File: src/rtl/clk_div_prog.sv
// Programmable integer clock divider: clk_out = clk_in/N with a tick strobe at each period start.
// Divisor reloads are held pending and applied only at a period boundary (wrap or restart).
module clk_div_prog #(
  parameter int DIV_W     = 16,
  parameter int DIV_RESET = 2
) (
  input  logic             clk_in,
  input  logic             rst_n,
  input  logic             en,
  input  logic             restart,
  input  logic             div_load,
  input  logic [DIV_W-1:0] div_val,
  output logic             clk_out,
  output logic             tick,
  output logic [DIV_W-1:0] div_active,
  output logic             div_pending,
  output logic             div_err
);

  localparam logic [DIV_W-1:0] RST_DIV = DIV_W'(DIV_RESET);
  localparam logic [DIV_W-1:0] RST_CNT = DIV_W'(DIV_RESET - 1);

  // High-phase length ceil(N/2), one bit wider so N = 2^DIV_W-1 cannot overflow.
  function automatic logic [DIV_W:0] half_up(input logic [DIV_W-1:0] n);
    logic [DIV_W:0] s;
    s = {1'b0, n} + {{DIV_W{1'b0}}, 1'b1};
    return s >> 1;
  endfunction

  logic [DIV_W-1:0] cnt_q, cnt_d;
  logic [DIV_W-1:0] div_q, div_d;
  logic [DIV_W-1:0] pend_val_q, pend_val_d;
  logic             pend_q, pend_d;
  logic             clk_q, clk_d;
  logic             tick_q, tick_d;
  logic             err_q, err_d;

  logic             load_ok;
  logic [DIV_W-1:0] last_cnt;
  logic             wrap;
  logic             apply;
  logic [DIV_W-1:0] cnt_nx;
  logic [DIV_W:0]   half;

  always_comb begin
    cnt_d      = cnt_q;
    div_d      = div_q;
    pend_val_d = pend_val_q;
    pend_d     = pend_q;
    clk_d      = clk_q;
    tick_d     = 1'b0;
    err_d      = div_load && (div_val == '0);

    load_ok  = div_load && (div_val != '0);
    last_cnt = div_q - 1'b1;
    wrap     = en && (cnt_q == last_cnt);
    apply    = (restart || wrap) && (pend_q || load_ok);

    // A same-edge load beats an older pending value.
    if (apply) begin
      div_d  = load_ok ? div_val : pend_val_q;
      pend_d = 1'b0;
    end else if (load_ok) begin
      pend_val_d = div_val;
      pend_d     = 1'b1;
    end

    half   = half_up(div_d);
    cnt_nx = wrap ? '0 : cnt_q + 1'b1;

    if (restart) begin
      cnt_d  = '0;
      clk_d  = 1'b1;
      tick_d = 1'b1;
    end else if (en) begin
      cnt_d  = cnt_nx;
      clk_d  = ({1'b0, cnt_nx} < half);
      tick_d = wrap;
    end
  end

  always_ff @(posedge clk_in) begin
    if (!rst_n) begin
      cnt_q      <= RST_CNT;
      div_q      <= RST_DIV;
      pend_val_q <= '0;
      pend_q     <= 1'b0;
      clk_q      <= 1'b0;
      tick_q     <= 1'b0;
      err_q      <= 1'b0;
    end else begin
      cnt_q      <= cnt_d;
      div_q      <= div_d;
      pend_val_q <= pend_val_d;
      pend_q     <= pend_d;
      clk_q      <= clk_d;
      tick_q     <= tick_d;
      err_q      <= err_d;
    end
  end

  assign clk_out     = clk_q;
  assign tick        = tick_q;
  assign div_active  = div_q;
  assign div_pending = pend_q;
  assign div_err     = err_q;

endmodule

File: config.mk
export PLATFORM = sky130hd
export DESIGN_NAME = clk_div_prog
export DESIGN_NICKNAME = d
export VERILOG_FILES = /design/src/rtl/clk_div_prog.sv
export SDC_FILE = /design/constraint.sdc
export NUM_CORES = 1
export LEC_CHECK = 0
export ABC_AREA = 1
export BUFFER_PORTS_ARGS = -buffer_cell sky130_fd_sc_hd__buf_4
export CORE_ASPECT_RATIO = 1.75
export CORE_UTILIZATION = 50
export CTS_CLUSTER_SIZE = 28
export DETAILED_ROUTE_END_ITERATION = 12
export GPL_TIMING_DRIVEN = 1
export PLACE_DENSITY = 0.69
export SETUP_SLACK_MARGIN = 0.1
export SKIP_LAST_GASP = 1
export SYNTH_ARGS = -nofsm -noshare
export SYNTH_HDL_FRONTEND = slang
export SYNTH_SLANG_ARGS = --single-unit
export TNS_END_PERCENT = 5
File: constraint.sdc
create_clock -name clk_in -period 5.4 [get_ports clk_in]
set_clock_uncertainty 0.1 [all_clocks]
set_input_delay 0.81 -clock clk_in [delete_from_list [all_inputs] [get_ports clk_in]]
set_output_delay 0.81 -clock clk_in [all_outputs]
set_load 0.02 [all_outputs]
**Word level (Yosys, flattened, before mapping)**

Index checks and enable logic that the tools add are counted.

- Flip-flop bits (word level): 52
- Bits of input ports: 21
- Output and inout port bits: 20
- Logic and storage cells: 34

- Add/subtract/negate cells: 3
- Magnitude comparators: 1
- Eq/ne operators: 1
- Muxes and demuxes: 9
- Bitwise gates (word level): 1
- Reduce and logical (&&, ||, !) cells: 11

Operators with widths:

| cell | count |
|---|---|
| 2-to-1 mux 16 bit | 3 |
| adder 16 x 1 -> 17 bit (second input constant) | 1 |
| adder 16 x 1 -> 16 bit (second input constant) | 1 |
| == test 16 bit | 1 |
| zero test 16 bit | 1 |
| less-than comparator 16 bit | 1 |
| nonzero test 16 bit | 1 |
| subtractor 16 x 1 -> 16 bit (second input constant) | 1 |
| 2-to-1 mux 1 bit | 6 |
| logical AND 1 bit | 4 |
| OR reduction 2 bit | 2 |
| logical OR 1 bit | 2 |
| nonzero test 2 bit | 1 |
| inverter 1 bit | 1 |

**Longest topological paths before layout**

- Word-level depth: 10
- Depth in mapped cells: 32
- Gate-level depth less buffers: 31

**Worst setup path before layout**

OpenSTA, ideal clock, no wires.

- Path type: register to register
- Start: reg div_q[0], in the netlist div_active[0]
- End: reg clk_q, in the netlist clk_out
- Setup time: 0.071 ns
- Arrival: 3.868 ns
- Required time: 5.229 ns
- Slack: 1.361 ns
- Cell stages (with the launch flop): 30
- Path buffers: 1
- Clock period less this slack: 4.039 ns
- Cell sequence: dfxtp_1 > inv_1 > ha_1 > nand2_2 > nor2_4 > nand2_1 > xor2_1 > nand2_1 > nor2_2 > nand3_4 > nand2_4 > nand2_4 > buf_8 > nand2_2 > o21ai_2 > inv_1 > ha_1 > inv_1 > nor2_1 > nand2_1 > nor2_1 > nand2_1 > nand2_1 > nand2_1 > ha_1 > a21oi_1 > a21oi_1 > a2111oi_0 > nand2_1 > a21oi_1

- Cells in the longest elaborated chain, start to end: 10
- Elaborated cells on any way between the ends: 11
- Classes of those cells: add/sub: 2; order compare: 1; eq/ne: 1; mux: 4; reduce/logical: 3

RTL lines:

| element | line | source |
|---|---|---|
| start, declared | 31 | `logic [DIV_W-1:0] div_q, div_d;` |
| start signal, assigned | 93 | `div_q <= div_d;` |
| subtractor 16 x 1 -> 16 bit | 55 | `last_cnt = div_q - 1'b1;` |
| == test 16 bit | 56 | `wrap = en && (cnt_q == last_cnt);` |
| logical AND 1 bit | 56 |  |
| logical OR 1 bit | 57 | `apply = (restart \|\| wrap) && (pend_q \|\| load_ok);` |
| logical AND 1 bit | 57 |  |
| 2-to-1 mux 16 bit * | 60 | `if (apply) begin` |
| net div_d[0] | 31 |  |
| adder 16 x 1 -> 17 bit * | 26 | `s = {1'b0, n} + {{DIV_W{1'b0}}, 1'b1};` |
| less-than comparator 16 bit * | 77 | `clk_d = ({1'b0, cnt_nx} < half);` |
| 2-to-1 mux 1 bit * | 75 | `end else if (en) begin` |
| 2-to-1 mux 1 bit * | 71 | `if (restart) begin` |
| end signal, assigned | 96 | `clk_q <= clk_d;` |
| end, declared | 34 | `logic clk_q, clk_d;` |

The timed path passes the listed nets; every way through them passes the cells marked *. The select of a mux whose other input is x is not followed.
A chain may end at the register's enable or synchronous reset.

**Worst setup path in the final report**

- Start: reg div_q[0], in the netlist div_active[0]
- End: reg clk_q, in the netlist clk_out

- Cells in the longest elaborated chain, start to end: 10
- Elaborated cells on any way between the ends: 11
- Classes of those cells: add/sub: 2; order compare: 1; eq/ne: 1; mux: 4; reduce/logical: 3

RTL lines:

| element | line |
|---|---|
| subtractor 16 x 1 -> 16 bit | 55 |
| == test 16 bit | 56 |
| logical AND 1 bit | 56 |
| logical OR 1 bit | 57 |
| logical AND 1 bit | 57 |
| 2-to-1 mux 16 bit | 60 |
| net div_d[1] | 31 |
| adder 16 x 1 -> 17 bit | 26 |
| less-than comparator 16 bit | 77 |
| 2-to-1 mux 1 bit | 75 |
| 2-to-1 mux 1 bit | 71 |

The timed path passes the listed nets, and every way through them passes these cells. The select of a mux whose other input is x is not followed.

==> summary.md <==
| Metric | Value |
|---|---|
| Final min period | `4.81 ns` |
| CP Class | `flip-flop to flip-flop` |
| Post-CTS setup buffer count | `0` |
| Max Slew Vio Count | `0` |
| Skew-Pair Late Insertion Delay | `0.30 ns` |
| Num CTS Buffers | `5` |
| First-pass GRT wire length | `17.3 mm` |
| Wire length per cell | `14.3 µm` |
| Synthesis-to-finish area growth | `12.5%` |
| Hold path cells | `2` |
| Worst-margin pin slew | `1.05 ns` |
| Sum Neg Setup Slack | `0 ns` |
| # nets final | `691` |
| Mapped Nets | `659` |
| # port buffers | `40` |
| HPWL Detailed | `8.59 mm` |
| Library cells used by synthesis | `44` |
| Number of H-tree levels | `2` |
| Vias per cell | `5.42` |
| Crit-path max FO | `38` |
| PwrDens | `241 nW/µm²` |
| Number of global-route vias before repair | `3,781` |
| R2r setup slk | `0.59 ns` |
| Area taken by multi-input logic gates | `2590 µm²` |
| Clock Sinks | `52` |
| Antenna violations before repair | `0` |
| Share of the synthesized area in the top cell type | `26.4%` |
| Area contributors post-synth | `dfxtp_1 26%, nand2_1 17%, nor2_1 8.6%` |
| Total grt overflow | `0` |
| Largest net degree at the start of global routing | `39` |
| Synth cell count leaders | `180 x nand2_1, 90 x nor2_1, 56 x inv_1` |
| Routed length on met2 | `5.71 mm` |
| Ys Warns | `0` |
| Number of diodes | `0` |
| Uppermost layer routed | `met4` |
| CTS resizes | `0` |
| F_max | `208 MHz` |
| Dominant cell type by area after synthesis | `dfxtp_1` |
| Slew margin rel. | `29.4%` |
| Die Area | `8270 µm²` |
| Total GRT Usage | `26.5%` |
| Dominant synthesized flop cell | `dfxtp_1` |
| Slowest-stage cell, CP | `dfxtp_1` |
| Final period utilization | `89.1%` |
| Hold path start | `pend_val_q[4]` |
| FP Rows | `42` |
| Routed vias | `4,019` |
| Syn Area/Cell | `6.37 µm²` |
| Post-Route M1 WL | `4.04 mm` |
| Routed WL | `10.6 mm` |
| Most numerous cell in the Yosys netlist | `nand2_1` |
| DRC marker count from the first detailed-route iteration | `209` |
| CTS Hold Bufs | `0` |
| Synth Register Bits | `52` |
| DRT Pass-1 Iters | `4` |
| Asr flop ratio synth | `0%` |
| Number of synthesized flops with an enable pin | `0` |
| RR Endpoint | `clk_out` |
| RSZ-0062 raised after global routing | `false` |
| Dpl cell area | `4270 µm²` |
| CP required | `5.52 ns` |
| Storage cell area | `1040 µm²` |
| Max-cap violations | `0` |
| Clk slew on worst S/H paths | `0.07 ns` |
| Fillers | `765` |
| R2R Path Start | `div_active[0]` |
| Met3 routed WL | `333 µm` |
| Peak supply drop | `0.208 mV` |
| Clock Path Buffers | `2` |
| Outcome | `complete, no violations` |
| Setup crit start kind | `flip-flop` |
| Core Area | `7620 µm²` |
| Die H | `120 µm` |
| Hold Violations, Final | `0` |
| Reg2reg path depth | `28` |
| Util after Layout | `58.3%` |
| CP endpoint kind | `flip-flop` |
| Cell count after synthesis | `620` |
| Die W | `69.2 µm` |
| CP arrival | `4.93 ns` |
| Cell mode on critical path | `nand2_1` |
| Gpl congestion | `0.926` |
| Final ANT Viol Nets | `0` |
| Final-report setup violation count | `0` |
| Pleak | `2.10 nW` |
| Worst min path class | `flip-flop to flip-flop` |
| Post-route DRC | `0` |
| Cell area after synthesis | `3950 µm²` |
| CTS tree | `done` |
| Sequential share of the synthesized area | `26.4%` |
| Io pins | `41` |
| Root Driver | `clkbuf_16` |
| Starting Density | `51.8%` |
| Final instance area | `4440 µm²` |
| Max incr delay on CP | `0.34 ns` |
| Share of post-route cells with drive strength above 1 | `13.8%` |
| Hold EP | `pend_val_q[4]` |
metrics by stage:
| step | hold WS [ns] | power (mW) | setup slack (ns) | std cells |
|---|---|---|---|---|
| CTS | 0.408 | 1.07 | 0.336 | 741 |
| floorplan | 0.375 | 0.662 | 1.36 | 620 |
| global placement | 0.386 | 0.740 | 0.417 | 733 |
| finish | 0.407 | 1.07 | 0.590 | 741 |
| global route | 0.428 | 1.13 | 0.162 | 741 |
| detailed placement | 0.396 | 0.747 | 0.267 | 733 |
state kept, by name, indices dropped and copies added (netlist names):
signal / cells
div_pending: 1
pend_val_q: 16
div_active: 16
clk_out: 1
div_err: 1
tick: 1
cnt_q: 16
cell families (layout without fill, tap and decap cells):
logic type                 count (synthesis)  count (layout)  share of synthesized area [%]
muxes                                      1               1                          0.254
adders and majority gates                 18              18                           5.71
xor gates and xnor gates                  28              28                           6.56
buffers and inverters                     80             113                           8.62
and+or+nand+nor                          357             357                           40.0
DFF                                       52              52                           26.4
AOI/OAI and AO/OA                         84              84                           12.5
critical path, delay by kind of cell (launching register included):
kind / cells / cell delay [ns]
xor+xnor: 1 / 0.26
compound gates: 4 / 0.68
flops: 1 / 0.34
buf+inv: 3 / 0.41
simple gates: 17 / 2.12
fa+ha+maj: 3 / 0.81
where the power goes:
| part | switching (mW) | internal [mW] |
|---|---|---|
| logic | 0.193 | 0.114 |
| clock network | 0.143 | 0.185 |
| registers | 0.0263 | 0.408 |
| total | 0.362 | 0.707 |
layer usage:
metal / up-vias / track usage (%)
met5: - / 0
met4: 0 / 16.7
met3: 32 / 2.60
met2: 103 / 49.8
met1: 1828 / 27.3
li1: 2056 / -
worst max path at each step:
stage,slack [ns],to,depth (start not counted),startpoint
after floorplan,1.36,clk_out,29,div_active[0]
after global placement,0.42,clk_out,24,div_val[0]
after detailed placement,0.27,clk_out,24,div_val[0]
after CTS,0.34,clk_out,28,div_active[0]
after global routing,0.16,clk_out,28,div_active[0]
final,0.59,clk_out,28,div_active[0]
layout make-up:
cell class / count / area share, %
timing repair buffer: 42 / 7.10
inverter: 63 / 5.44
clock buffer: 8 / 3.30
multi-input combinational: 488 / 58.2
sequential: 52 / 23.4
tap: 88 / 2.48
cell usage in the layout (no fill, tap or decap), types with 6 or more instances in the layout:
cell type	count
dfxtp_1	52
ha_1	17
o21ai_0	37
buf_4	42
nor2_2	6
nor4_1	6
xnor2_1	8
xor2_1	18
nand2_1	180
nand4_1	9
a21oi_1	18
nand3_1	29
inv_1	56
nor2_1	90
a31oi_1	14
nand2_2	7
nor3_1	7
No activity file was read; power rests on OpenSTA's default activity.
